## src/rtl/wb_bridge_pkg.sv

```systemverilog
// Shared definitions for the CPU-to-Wishbone data bridge: FSM state encoding,
// slave-index width helper and the read data returned on a failed access.
package wb_bridge_pkg;

    typedef enum logic [1:0] {
        ST_IDLE = 2'd0,
        ST_BUS  = 2'd1,
        ST_RESP = 2'd2,
        ST_ERR  = 2'd3
    } bridge_state_t;

    // Value presented on cpu_rdata whenever an access fails.
    localparam int unsigned RDATA_ON_ERR = 0;

    // Number of top address bits used to pick a slave; at least one bit.
    function automatic int slv_bits(input int n_slaves);
        int bits;
        bits = $clog2(n_slaves);
        return (bits < 1) ? 1 : bits;
    endfunction

endpackage

```

## src/rtl/wb_addr_decoder.sv

```systemverilog
// Slave decode for the data bridge: turns the top address field into a
// validity flag and a one-hot slave select.
module wb_addr_decoder
    import wb_bridge_pkg::*;
#(
    parameter int N_SLAVES = 2,
    localparam int SLV_BITS = slv_bits(N_SLAVES)
) (
    input  logic [SLV_BITS-1:0] field,
    output logic                valid,
    output logic [N_SLAVES-1:0] onehot
);

    // NOTE: every output gets a value before any branch so no latch is inferred.
    always_comb begin
        onehot = '0;
        valid  = (int'(field) < N_SLAVES);
        for (int k = 0; k < N_SLAVES; k++) begin
            onehot[k] = valid && (int'(field) == k);
        end
    end

endmodule

```

## src/rtl/wb_data_bridge.sv

```systemverilog
// Bridges a stalling CPU data port onto a classic Wishbone bus with N_SLAVES
// one-hot selected slaves. Define WB_BRIDGE_TIMEOUT_EN to enable the ack timeout.
module wb_data_bridge
    import wb_bridge_pkg::*;
#(
    parameter int ADDR_W   = 32,
    parameter int DATA_W   = 32,
    parameter int N_SLAVES = 2,
    parameter int TIMEOUT  = 16
) (
    input  logic                       clk,
    input  logic                       reset,
    input  logic                       cpu_req,
    input  logic                       cpu_we,
    input  logic [ADDR_W-1:0]          cpu_adr,
    input  logic [DATA_W-1:0]          cpu_wdata,
    input  logic [DATA_W/8-1:0]        cpu_be,
    output logic [DATA_W-1:0]          cpu_rdata,
    output logic                       cpu_stall,
    output logic                       cpu_err,
    output logic                       wb_cyc_o,
    output logic                       wb_stb_o,
    output logic                       wb_we_o,
    output logic [ADDR_W-1:0]          wb_adr_o,
    output logic [DATA_W-1:0]          wb_dat_o,
    output logic [DATA_W/8-1:0]        wb_sel_o,
    output logic [N_SLAVES-1:0]        wb_ss_o,
    input  logic [N_SLAVES*DATA_W-1:0] wb_dat_i,
    input  logic [N_SLAVES-1:0]        wb_ack_i
);

    localparam int SLV_BITS = slv_bits(N_SLAVES);

    if (N_SLAVES < 1 || N_SLAVES > 8 || (DATA_W % 8) != 0 || TIMEOUT < 2) begin : g_param_check
        $error("wb_data_bridge: illegal parameter set");
    end

    bridge_state_t         state;
    logic                  dec_valid;
    logic [N_SLAVES-1:0]   dec_onehot;
    logic                  sel_ack;
    logic [DATA_W-1:0]     sel_rdata;

    wb_addr_decoder #(
        .N_SLAVES (N_SLAVES)
    ) u_addr_decoder (
        .field  (cpu_adr[ADDR_W-1 -: SLV_BITS]),
        .valid  (dec_valid),
        .onehot (dec_onehot)
    );

    // The registered select masks both ack and data, so other slaves are ignored.
    assign sel_ack = |(wb_ack_i & wb_ss_o);

    always_comb begin
        sel_rdata = '0;
        for (int k = 0; k < N_SLAVES; k++) begin
            if (wb_ss_o[k]) begin
                sel_rdata = sel_rdata | wb_dat_i[k*DATA_W +: DATA_W];
            end
        end
    end

    assign cpu_stall = cpu_req && (state != ST_RESP) && (state != ST_ERR);

`ifdef WB_BRIDGE_TIMEOUT_EN
    localparam int CNT_W = $clog2(TIMEOUT);

    logic [CNT_W-1:0] to_cnt;
    logic             to_expired;

    assign to_expired = (to_cnt == CNT_W'(TIMEOUT - 1));
`endif

    // NOTE: state registers use non-blocking assignments so every flop samples pre-edge values.
    always_ff @(posedge clk or negedge reset) begin
        if (!reset) begin
            state     <= ST_IDLE;
            wb_cyc_o  <= 1'b0;
            wb_stb_o  <= 1'b0;
            wb_we_o   <= 1'b0;
            wb_ss_o   <= '0;
            wb_adr_o  <= '0;
            wb_dat_o  <= '0;
            wb_sel_o  <= '0;
            cpu_err   <= 1'b0;
            cpu_rdata <= '0;
`ifdef WB_BRIDGE_TIMEOUT_EN
            to_cnt    <= '0;
`endif
        end else begin
            case (state)
                ST_IDLE: begin
                    if (cpu_req) begin
                        if (dec_valid) begin
                            wb_adr_o <= cpu_adr;
                            wb_dat_o <= cpu_wdata;
                            wb_sel_o <= cpu_be;
                            wb_we_o  <= cpu_we;
                            wb_ss_o  <= dec_onehot;
                            wb_cyc_o <= 1'b1;
                            wb_stb_o <= 1'b1;
`ifdef WB_BRIDGE_TIMEOUT_EN
                            to_cnt   <= '0;
`endif
                            state    <= ST_BUS;
                        end else begin
                            cpu_err   <= 1'b1;
                            cpu_rdata <= DATA_W'(RDATA_ON_ERR);
                            state     <= ST_ERR;
                        end
                    end
                end

                ST_BUS: begin
                    if (sel_ack) begin
                        if (!wb_we_o) begin
                            cpu_rdata <= sel_rdata;
                        end
                        wb_cyc_o <= 1'b0;
                        wb_stb_o <= 1'b0;
                        wb_ss_o  <= '0;
                        state    <= ST_RESP;
                    end
`ifdef WB_BRIDGE_TIMEOUT_EN
                    else if (to_expired) begin
                        wb_cyc_o  <= 1'b0;
                        wb_stb_o  <= 1'b0;
                        wb_ss_o   <= '0;
                        cpu_err   <= 1'b1;
                        cpu_rdata <= DATA_W'(RDATA_ON_ERR);
                        state     <= ST_ERR;
                    end else begin
                        to_cnt <= to_cnt + CNT_W'(1);
                    end
`endif
                end

                ST_RESP: begin
                    state <= ST_IDLE;
                end

                ST_ERR: begin
                    cpu_err <= 1'b0;
                    state   <= ST_IDLE;
                end

                default: begin
                    state <= ST_IDLE;
                end
            endcase
        end
    end

endmodule

```

## config.mk

```make
export PLATFORM = sky130hd
export DESIGN_NAME = wb_data_bridge
export DESIGN_NICKNAME = d
export VERILOG_FILES = /design/src/rtl/wb_bridge_pkg.sv /design/src/rtl/wb_addr_decoder.sv /design/src/rtl/wb_data_bridge.sv
export SDC_FILE = /design/constraint.sdc
export NUM_CORES = 1
export LEC_CHECK = 0
export CAP_MARGIN = 20
export CORE_MARGIN = 4
export CORE_UTILIZATION = 39
export DETAILED_ROUTE_END_ITERATION = 10
export GPL_TIMING_DRIVEN = 0
export PLACE_DENSITY = 0.88
export SLEW_MARGIN = 20
export SYNTH_ARGS = -nofsm -noshare
export SYNTH_HDL_FRONTEND = slang
export SYNTH_SLANG_ARGS = --single-unit
```

## constraint.sdc

```tcl
create_clock -name clk -period 1.5 [get_ports clk]
set_clock_uncertainty 0.05 [all_clocks]
set_input_delay 0.45 -clock clk [delete_from_list [all_inputs] [get_ports clk]]
set_output_delay 0.45 -clock clk [all_outputs]
set_load 0.03 [all_outputs]
```

=== Word level (Yosys, flattened, before mapping) ===
Cells that the tools add are included.

* Bits in registers: 106
* Output and inout bits: 107

* Equal/unequal tests: 7
* Mux-type cells: 11
* Bitwise logic cells: 4
* Reductions and logical operators: 10

{| class="wikitable"
|+ Operator list
! cell !! number
|-
| $mux 32 || 2
|-
| $or 32x32->32 || 1
|-
| $mux 2 || 4
|-
| $ne 2x2->1 const B || 4
|-
| $pmux 2 s3 || 1
|-
| $reduce_and 3->1 || 2
|-
| $eq 2x2->1 const B || 2
|-
| $pmux 2 s2 || 1
|-
| $reduce_and 2->1 || 2
|-
| $reduce_or 2->1 || 2
|-
| $and 2x2->2 || 1
|-
| $eq 2x1->1 const B || 1
|-
| $logic_and 1x1->1 || 2
|-
| $logic_not 2->1 || 1
|-
| $mux 1 || 2
|-
| $not 1->1 || 2
|-
| $pmux 1 s2 || 1
|-
| $reduce_bool 2->1 || 1
|}

=== Depth between registers and ports, before layout ===
Gate-level depths: netlist of the first run.

* Depth in word-level cells: 4
* Mapped depth: 6

=== Hierarchy ===
A second synthesis of the first run with hierarchy kept.

* Cell total of the unflattened synthesis: 324
* Area, all modules: 4518.1 um2

{| class="wikitable"
|+ Modules (own cells, without submodules)
! module !! instances !! cells an instance !! area an instance (um2) !! seq. area each (um2)
|-
| wb_data_bridge || 1 || 320 || 4495.6 || 2677.6
|-
| wb_addr_decoder || 1 || 4 || 22.5 || 0.0
|}

=== Worst setup path after synthesis of the first run ===
OpenSTA, ideal clock, no wires.

* Path kind: reg-to-reg
* From: reg wb_ss_o[0]
* To: reg cpu_rdata[11]
* Library setup time: 0.141 ns
* Arrival: 1.339 ns
* Data required time: 1.309 ns
* Slack: -0.030 ns
* Cell stages (with the launch flop): 7
* Period minus slack after synthesis: 1.530 ns
* Path through: dfrtp_1 > buf_2 > a22o_1 > buf_4 > buf_2 > a21oi_1 > a31oi_1

* Longest elaborated chain between the ends: 3
* Elaborated cells on any way between the ends: 6

{| class="wikitable"
|+ RTL lines
! what !! line !! RTL
|-
| from (decl) || wb_data_bridge.sv:27 || <nowiki>output logic [N_SLAVES-1:0] wb_ss_o,</nowiki>
|-
| from (signal assigned) || wb_data_bridge.sv:100 || <nowiki>wb_ss_o <= dec_onehot;</nowiki>
|-
| $and 2x2->2 / $mux 32 (equally long branches) || wb_data_bridge.sv:53, wb_data_bridge.sv:58 ||
|-
| $reduce_or 2->1 / $or 32x32->32 (equally long branches) || wb_data_bridge.sv:53, wb_data_bridge.sv:59 ||
|-
| $reduce_and 3->1 (no line) / $mux 32 (equally long branches) || n/a ||
|-
| to (signal assigned) || wb_data_bridge.sv:109 || <nowiki>cpu_rdata <= DATA_W'(RDATA_ON_ERR);</nowiki>
|-
| to (signal assigned) || wb_data_bridge.sv:118 || <nowiki>cpu_rdata <= sel_rdata;</nowiki>
|-
| to (decl) || wb_data_bridge.sv:18 || <nowiki>output logic [DATA_W-1:0] cpu_rdata,</nowiki>
|}

Several ways; a longest one is shown, not always the timed one.
A chain may end at the register's enable or synchronous reset.

=== Worst setup path in the final report of the first run ===
* From: reg state[1]
* To: out cpu_stall

* Longest elaborated chain between the ends: 3
* Elaborated cells on any way between the ends: 4

{| class="wikitable"
|+ RTL lines
! what !! line !! RTL
|-
| from (decl) || wb_data_bridge.sv:38 || <nowiki>bridge_state_t state;</nowiki>
|-
| from (signal assigned) || wb_data_bridge.sv:78 || <nowiki>state <= ST_IDLE;</nowiki>
|-
| from (signal assigned) || wb_data_bridge.sv:106 || <nowiki>state <= ST_BUS;</nowiki>
|-
| from (signal assigned) || wb_data_bridge.sv:110 || <nowiki>state <= ST_ERR;</nowiki>
|-
| $ne 2x2->1 || wb_data_bridge.sv:64 || <nowiki>assign cpu_stall = cpu_req && (state != ST_RESP) && (state != ST_ERR);</nowiki>
|-
| $logic_and 1x1->1 || wb_data_bridge.sv:64 ||
|-
| $logic_and 1x1->1 (*) || wb_data_bridge.sv:64 ||
|-
| to (decl) || wb_data_bridge.sv:19 || <nowiki>output logic cpu_stall,</nowiki>
|}

Mark *: on every way between the ends. The rest lies on a longest branch, timed or not.

==> impl_metrics.tcl, run 1 <==
set metrics [dict create \
    grt_first_pass_wirelength_um 22200 \
    worstPathMaxFanout 5 \
    core_mm2 0.0109 \
    ys_types 21 \
    cts_made_buffers 9 \
    die_h_um 114 \
    r2r_end "cpu_rdata[20]" \
    synth_area_per_cell_um2 9.44 \
    cp-end-kind "primary output" \
    wl_per_cell_um 16.9 \
    worstRegToRegCells 6 \
    min-delay-path-class "flip-flop to flip-flop" \
    root_buffer "clkbuf_16" \
    cts_max_level 3 \
    clkSlewWorstSetupHoldPaths_ns 0.07 \
    cts_sinks 106 \
    min_path_cells 2 \
    nets 869 \
    die_w_um 114 \
    drt_iter0_drc 238 \
    track_usage 0.215 \
    hold_viol 0 \
    cp.arrival_ns 1.08 \
    viasPerCell 4.97 \
    worst_path_max_delay_cell "dfrtp_2" \
    rsz0062_at_grt "true" \
    ios 245 \
    drcViolationCount 0 \
    period_minus_slack_ns 1.58 \
    cp_slowest_stage_delay_ns 0.44 \
    grt_overflow 0 \
    fin_crit_sh 1.06 \
    maxSlewViolCount 0 \
    crit_path_cell_trace "nor2b_1 > buf_4" \
    hold_start "wb_adr_o[29]" \
    crit_type "flip-flop to primary output" \
    area_growth_pct 62.6 \
    cellPowerDensity_mw_per_mm2 2360 \
    reg2reg_from "state[1]" \
    cp.required_ns 1.00 \
    cp-start-kind "flip-flop" \
    max_freq_mhz 631 \
    dr.pass1.iters 4 \
    antenna_found_initial 0 \
    cts_buffer_depth 2 \
    setup_tns_ns -0.117 \
    r2r_setup_slack_ns -0.03 \
    routed_wl_um 14700 \
    synth_area_mm2 0.00438 \
    grt_pass1_vias 4440 \
    grt_max_degree 63 \
    hold_slack_ns 0.419 \
    synth-seq-cells 106 \
    async_flop_share 1.00 \
    antenna_left 0 \
    leakage_nw 3.52 \
    via_count 4351 \
    hpwl_um 11100 \
    rows 38 \
    setup_violations 3 \
    clock_latency_ns 0.34 \
    setup_ws_ns -0.0844 \
    syn_inst 464 \
    initial_core_util 0.400 \
    drive_above_1_share 0.256 \
    status "finished, violations left" \
    yosys_warnings 0 \
    hold_end "wb_adr_o[29]" \
    syn_nets 602 \
    n_antenna_cell 0 \
    io_buffers 243 \
    max_cap_viol_count 0 \
    synth_seq_area_share 0.606 \
    gp_congestion 0.862 \
    synth_flop_cell "dfrtp_1" \
    synth_edf_count 0 \
    cts_tree "done" \
    fp.dieArea_mm2 0.0130 \
    violations "setup timing" \
    ir_worst_vdd_mv 1.18 \
]
## kinds of logic after synthesis
group	after synthesis	share of synthesized area
DFF	106	0.606
buffers and inverters	40	0.0557
muxes	1	0.00229
other	1	0.000856
and+or+nand+nor	215	0.191
AOI/OAI and AO/OA	101	0.145
## synthesized netlist by cell type, types with 2 or more instances
| cell type | n | area, um2 |
|---|---|---|
| buf_4 | 7 | 52.6 |
| nand2_1 | 209 | 785 |
| buf_1 | 2 | 7.51 |
| a22oi_1 | 33 | 248 |
| dfrtp_1 | 106 | 2650 |
| a21oi_1 | 32 | 160 |
| a31oi_1 | 32 | 200 |
| buf_6 | 7 | 78.8 |
| clkbuf_1 | 11 | 41.3 |
| nor3b_2 | 2 | 25.0 |
| o21ai_0 | 2 | 10.0 |
| buf_2 | 12 | 60.1 |
## state kept, by name (all words and copies together), names as in the netlist
name       count
wb_stb_o       1
wb_we_o        1
wb_adr_o      32
wb_ss_o        2
wb_dat_o      32
state          2
wb_sel_o       4
cpu_rdata     32
## stage by stage
step | instances | worst slack, ns | total power (W) | utilization | instance area, um2
finish | 875 | -0.0844 | 0.0168 | 0.651 | 7120
global placement | 847 | -4.30 | 0.0146 | 0.639 | 6990
floorplan | 464 | 0.00848 | 0.0106 | - | 4380
CTS | 868 | -0.0960 | 0.0161 | 0.628 | 6870
detailed placement | 848 | -0.809 | 0.0149 | 0.642 | 7020
global route | 875 | -0.131 | 0.0178 | 0.651 | 7120
## power by group
group / switching, W / total (W) / leakage, nW / internal [W]
logic: 0.00610 / 0.00942 / 2.10 / 0.00332
registers: 0.000801 / 0.00508 / 1.28 / 0.00428
clock network: 0.000974 / 0.00230 / 0.142 / 0.00133
total: 0.00788 / 0.0168 / 3.52 / 0.00892
## cell usage in the layout (no fill, tap or decap), types with 2 or more instances in the layout
master	n
a21oi_1	22
a21oi_2	9
a22oi_1	33
a31oi_1	32
buf_2	107
buf_4	12
buf_6	20
buf_8	5
clkbuf_1	3
clkbuf_16	12
clkbuf_2	8
clkdlybuf4s50_1	135
clkinv_2	2
dfrtp_1	101
dfrtp_2	5
nand2_1	209
nor3b_4	2
o21ai_0	2
## worst max path at each step
stage,start,end,slack [ns],cells past startpoint
finish,state[1],cpu_stall,-0.08,2
global route,state[1],cpu_stall,-0.13,2
CTS,state[1],cpu_stall,-0.1,2
detailed placement,cpu_req,wb_adr_o[24],-0.81,6
global placement,reset,wb_ss_o[0],-4.30,1
floorplan,wb_ss_o[0],cpu_rdata[11],0.008,6
## worst max-delay path: cells and delay by family (launching register included)
family	cells	cell delay (ns)
buf+inv	1	0.18
flops	1	0.44
simple gates	1	0.13
## layout make-up
| class | count | area [um2] |
|---|---|---|
| clock buffer | 12 | 246 |
| buffer | 39 | 357 |
| tap | 140 | 175 |
| clock inverter | 3 | 40.0 |
| multi-input combinational | 318 | 1550 |
| fill | 909 | 3820 |
| inverter | 1 | 3.75 |
| sequential | 106 | 2660 |
| timing repair buffer | 256 | 2090 |
## timing repair
item,CTS,global route
pin swaps,0,4
endpoints found under the setup margin,206,105
hold buffers,1,0
buffers inserted,4,3
resized for setup,552,61
gates cloned,0,4
hold endpoints to repair,44,0
## routing by layer
layer | GRT usage | vias to the layer above | wire length (um)
met5 | 0 | - | 0
met4 | 0.0911 | 0 | 431
met3 | 0.0647 | 34 | 1340
met2 | 0.362 | 199 | 7420
met1 | 0.255 | 2049 | 5550
li1 | - | 2069 | -
Power figures use the tool's default switching activity.
==> run 2: changes to the inputs <==
Settings changed: SETUP_SLACK_MARGIN set to 0.15.
==> run 2 against run 1 <==
  * The run still ends with setup timing left
  * Power increased by 44%
  * First-iteration DRC count increased by 50%
  * Sequential cell count unchanged
  * Hold slack got worse by 0.40 ns
  * Clock-buffer cell count decreased by 1
  * Routed wire length increased by 47%
  * Critical path type unchanged
  * Largest cell class is now non-clock buffers
  * Largest power group unchanged
  * Highest routed layer unchanged
==> impl_metrics.tcl, run 2 (same netlist as run 1, synthesis figures left out) <==
set metrics [dict create \
    rsz0062_at_grt "true" \
    r2r_end "wb_adr_o[21]" \
    drt_iter0_drc 356 \
    via_count 5277 \
    routed_wl_um 21700 \
    cts_max_level 3 \
    rows 38 \
    setup_tns_ns -0.195 \
    cts_made_buffers 9 \
    fp.dieArea_mm2 0.0130 \
    grt_max_degree 59 \
    cts_buffer_depth 2 \
    drive_above_1_share 0.511 \
    cts_tree "done" \
    ios 245 \
    root_buffer "clkbuf_16" \
    clock_latency_ns 0.34 \
    placedCellCount 848 \
    core_mm2 0.0109 \
    layout_commonest_cell "clkdlybuf4s50_1" \
    r2r_setup_slack_ns -0.04 \
    violations "setup timing" \
    leakage_nw 4.56 \
    hpwl_um 11100 \
    gp_congestion 0.825 \
    drcViolationCount 0 \
    layout_common_cells "clkdlybuf4s50_1 (133), buf_6 (122), nand2_1 (117), buf_4 (104), dfrtp_1 (102)" \
    cp.required_ns 1.00 \
    instances_no_fill 985 \
    die_h_um 114 \
    postCtsHoldBufs 0 \
    tightest_slew_ns 0.564 \
    final_core_util 0.886 \
    maxSlewViolCount 0 \
    antenna_left 0 \
    max_freq_mhz 636 \
    die_w_um 114 \
    area_growth_pct 121 \
    cp-end-kind "primary output" \
    grt_first_pass_wirelength_um 25100 \
    crit_type "flip-flop to primary output" \
    max_cap_viol_count 0 \
    antenna_found_initial 1 \
    dr.pass1.iters 4 \
    min-delay-path-class "input pin to asynchronous set/reset pin" \
    worstRegToRegCells 5 \
    nFillCells 458 \
    status "finished, violations left" \
    reg_top3 "cpu_rdata: 32 flops, wb_adr_o: 32 flops, wb_dat_o: 32 flops" \
    fin_crit_sh 1.05 \
    cp-start-kind "flip-flop" \
    ir_worst_vdd_mv 1.64 \
    setup_ws_ns -0.0715 \
    track_usage 0.243 \
    grt_overflow 0 \
    design_area_mm2 0.00969 \
    hold_viol 0 \
    io_buffers 243 \
    period_minus_slack_ns 1.57 \
    setup_violations 11 \
    crit_start "wb_stb_o" \
    viasPerCell 5.36 \
    clkSlewWorstSetupHoldPaths_ns 0.07 \
    cellPowerDensity_mw_per_mm2 2500 \
    grt_pass1_vias 4977 \
    cts_sinks 106 \
    initial_core_util 0.400 \
    wl_per_cell_um 22.1 \
    worstPathMaxFanout 3 \
    cp.arrival_ns 1.07 \
    relSlewSlack 0.624 \
    reg2reg_from "state[0]" \
    nets 977 \
    placed_cell_area_mm2 0.00708 \
]
-- run 2: changes by cell type in the layout (fill, tap and decap cells not counted), sizes merged --
cell,previous run,this run
bufinv,1,2
dlymetal6s2s,0,2
clkdlybuf4s50,135,133
buf,145,248
diode,0,1
clkinvlp,0,1
dlygate4sd3,1,0
clkbuf,25,30
-- run 2: worst max-delay path, stage by stage, from the launching register on --
cell and delay [ns]:
dfrtp_1 0.45, buf_6 0.15, buf_6 0.13
-- run 2: final cells by class --
class	instances	area, um2	share of cell area
inverter	1	3.75	0.000387
buffer	39	526	0.0542
timing repair buffer	364	3750	0.387
multi-input combinational	318	2250	0.232
sequential	106	2660	0.274
tap	140	175	0.0181
antenna	1	2.50	0.000258
clock buffer	11	243	0.0251
clock inverter	5	77.6	0.00801
-- run 2: what timing repair did --
action,in CTS,in global routing
gates cloned,2,13
endpoints found under the setup margin,210,210
pin swaps,46,113
buffers inserted,41,64
gates resized for setup,849,181
-- run 2: routing by layer --
layer  part of all wire  wire length [um]  GRT usage
met2               0.54             11800      0.442
met5                  0                 0          0
met3              0.065              1410     0.0605
met1               0.34              7490      0.275
met4              0.047              1020     0.0895
-- run 2: report_power, final --
part / switching, W / leakage [nW] / total (W) / internal [W]
logic: 0.00837 / 3.12 / 0.0161 / 0.00772
registers: 0.00128 / 1.28 / 0.00556 / 0.00428
clock network: 0.00110 / 0.156 / 0.00260 / 0.00151
total: 0.0107 / 4.56 / 0.0243 / 0.0135
-- run 2: worst max-delay path by stage --
| stage | slack [ns] | cells past startpoint | endpoint |
|---|---|---|---|
| after floorplan | 0.08 | 6 | cpu_rdata[13] |
| after detailed placement | -0.81 | 3 | cpu_stall |
| after global routing | -0.10 | 7 | wb_adr_o[21] |
| after global placement | -4.25 | 1 | wb_ss_o[0] |
| after CTS | -0.05 | 2 | cpu_stall |
| final | -0.07 | 2 | wb_stb_o |
-- run 2: stage by stage --
step	worst slack (ns)	total power, W	hold WS [ns]
global placement	-4.25	0.0147	0.408
detailed placement	-0.814	0.0151	0.406
global route	-0.101	0.0252	0.0717
CTS	-0.0532	0.0198	0.0395
floorplan	0.0803	0.0107	0.104
finish	-0.0715	0.0243	0.0241
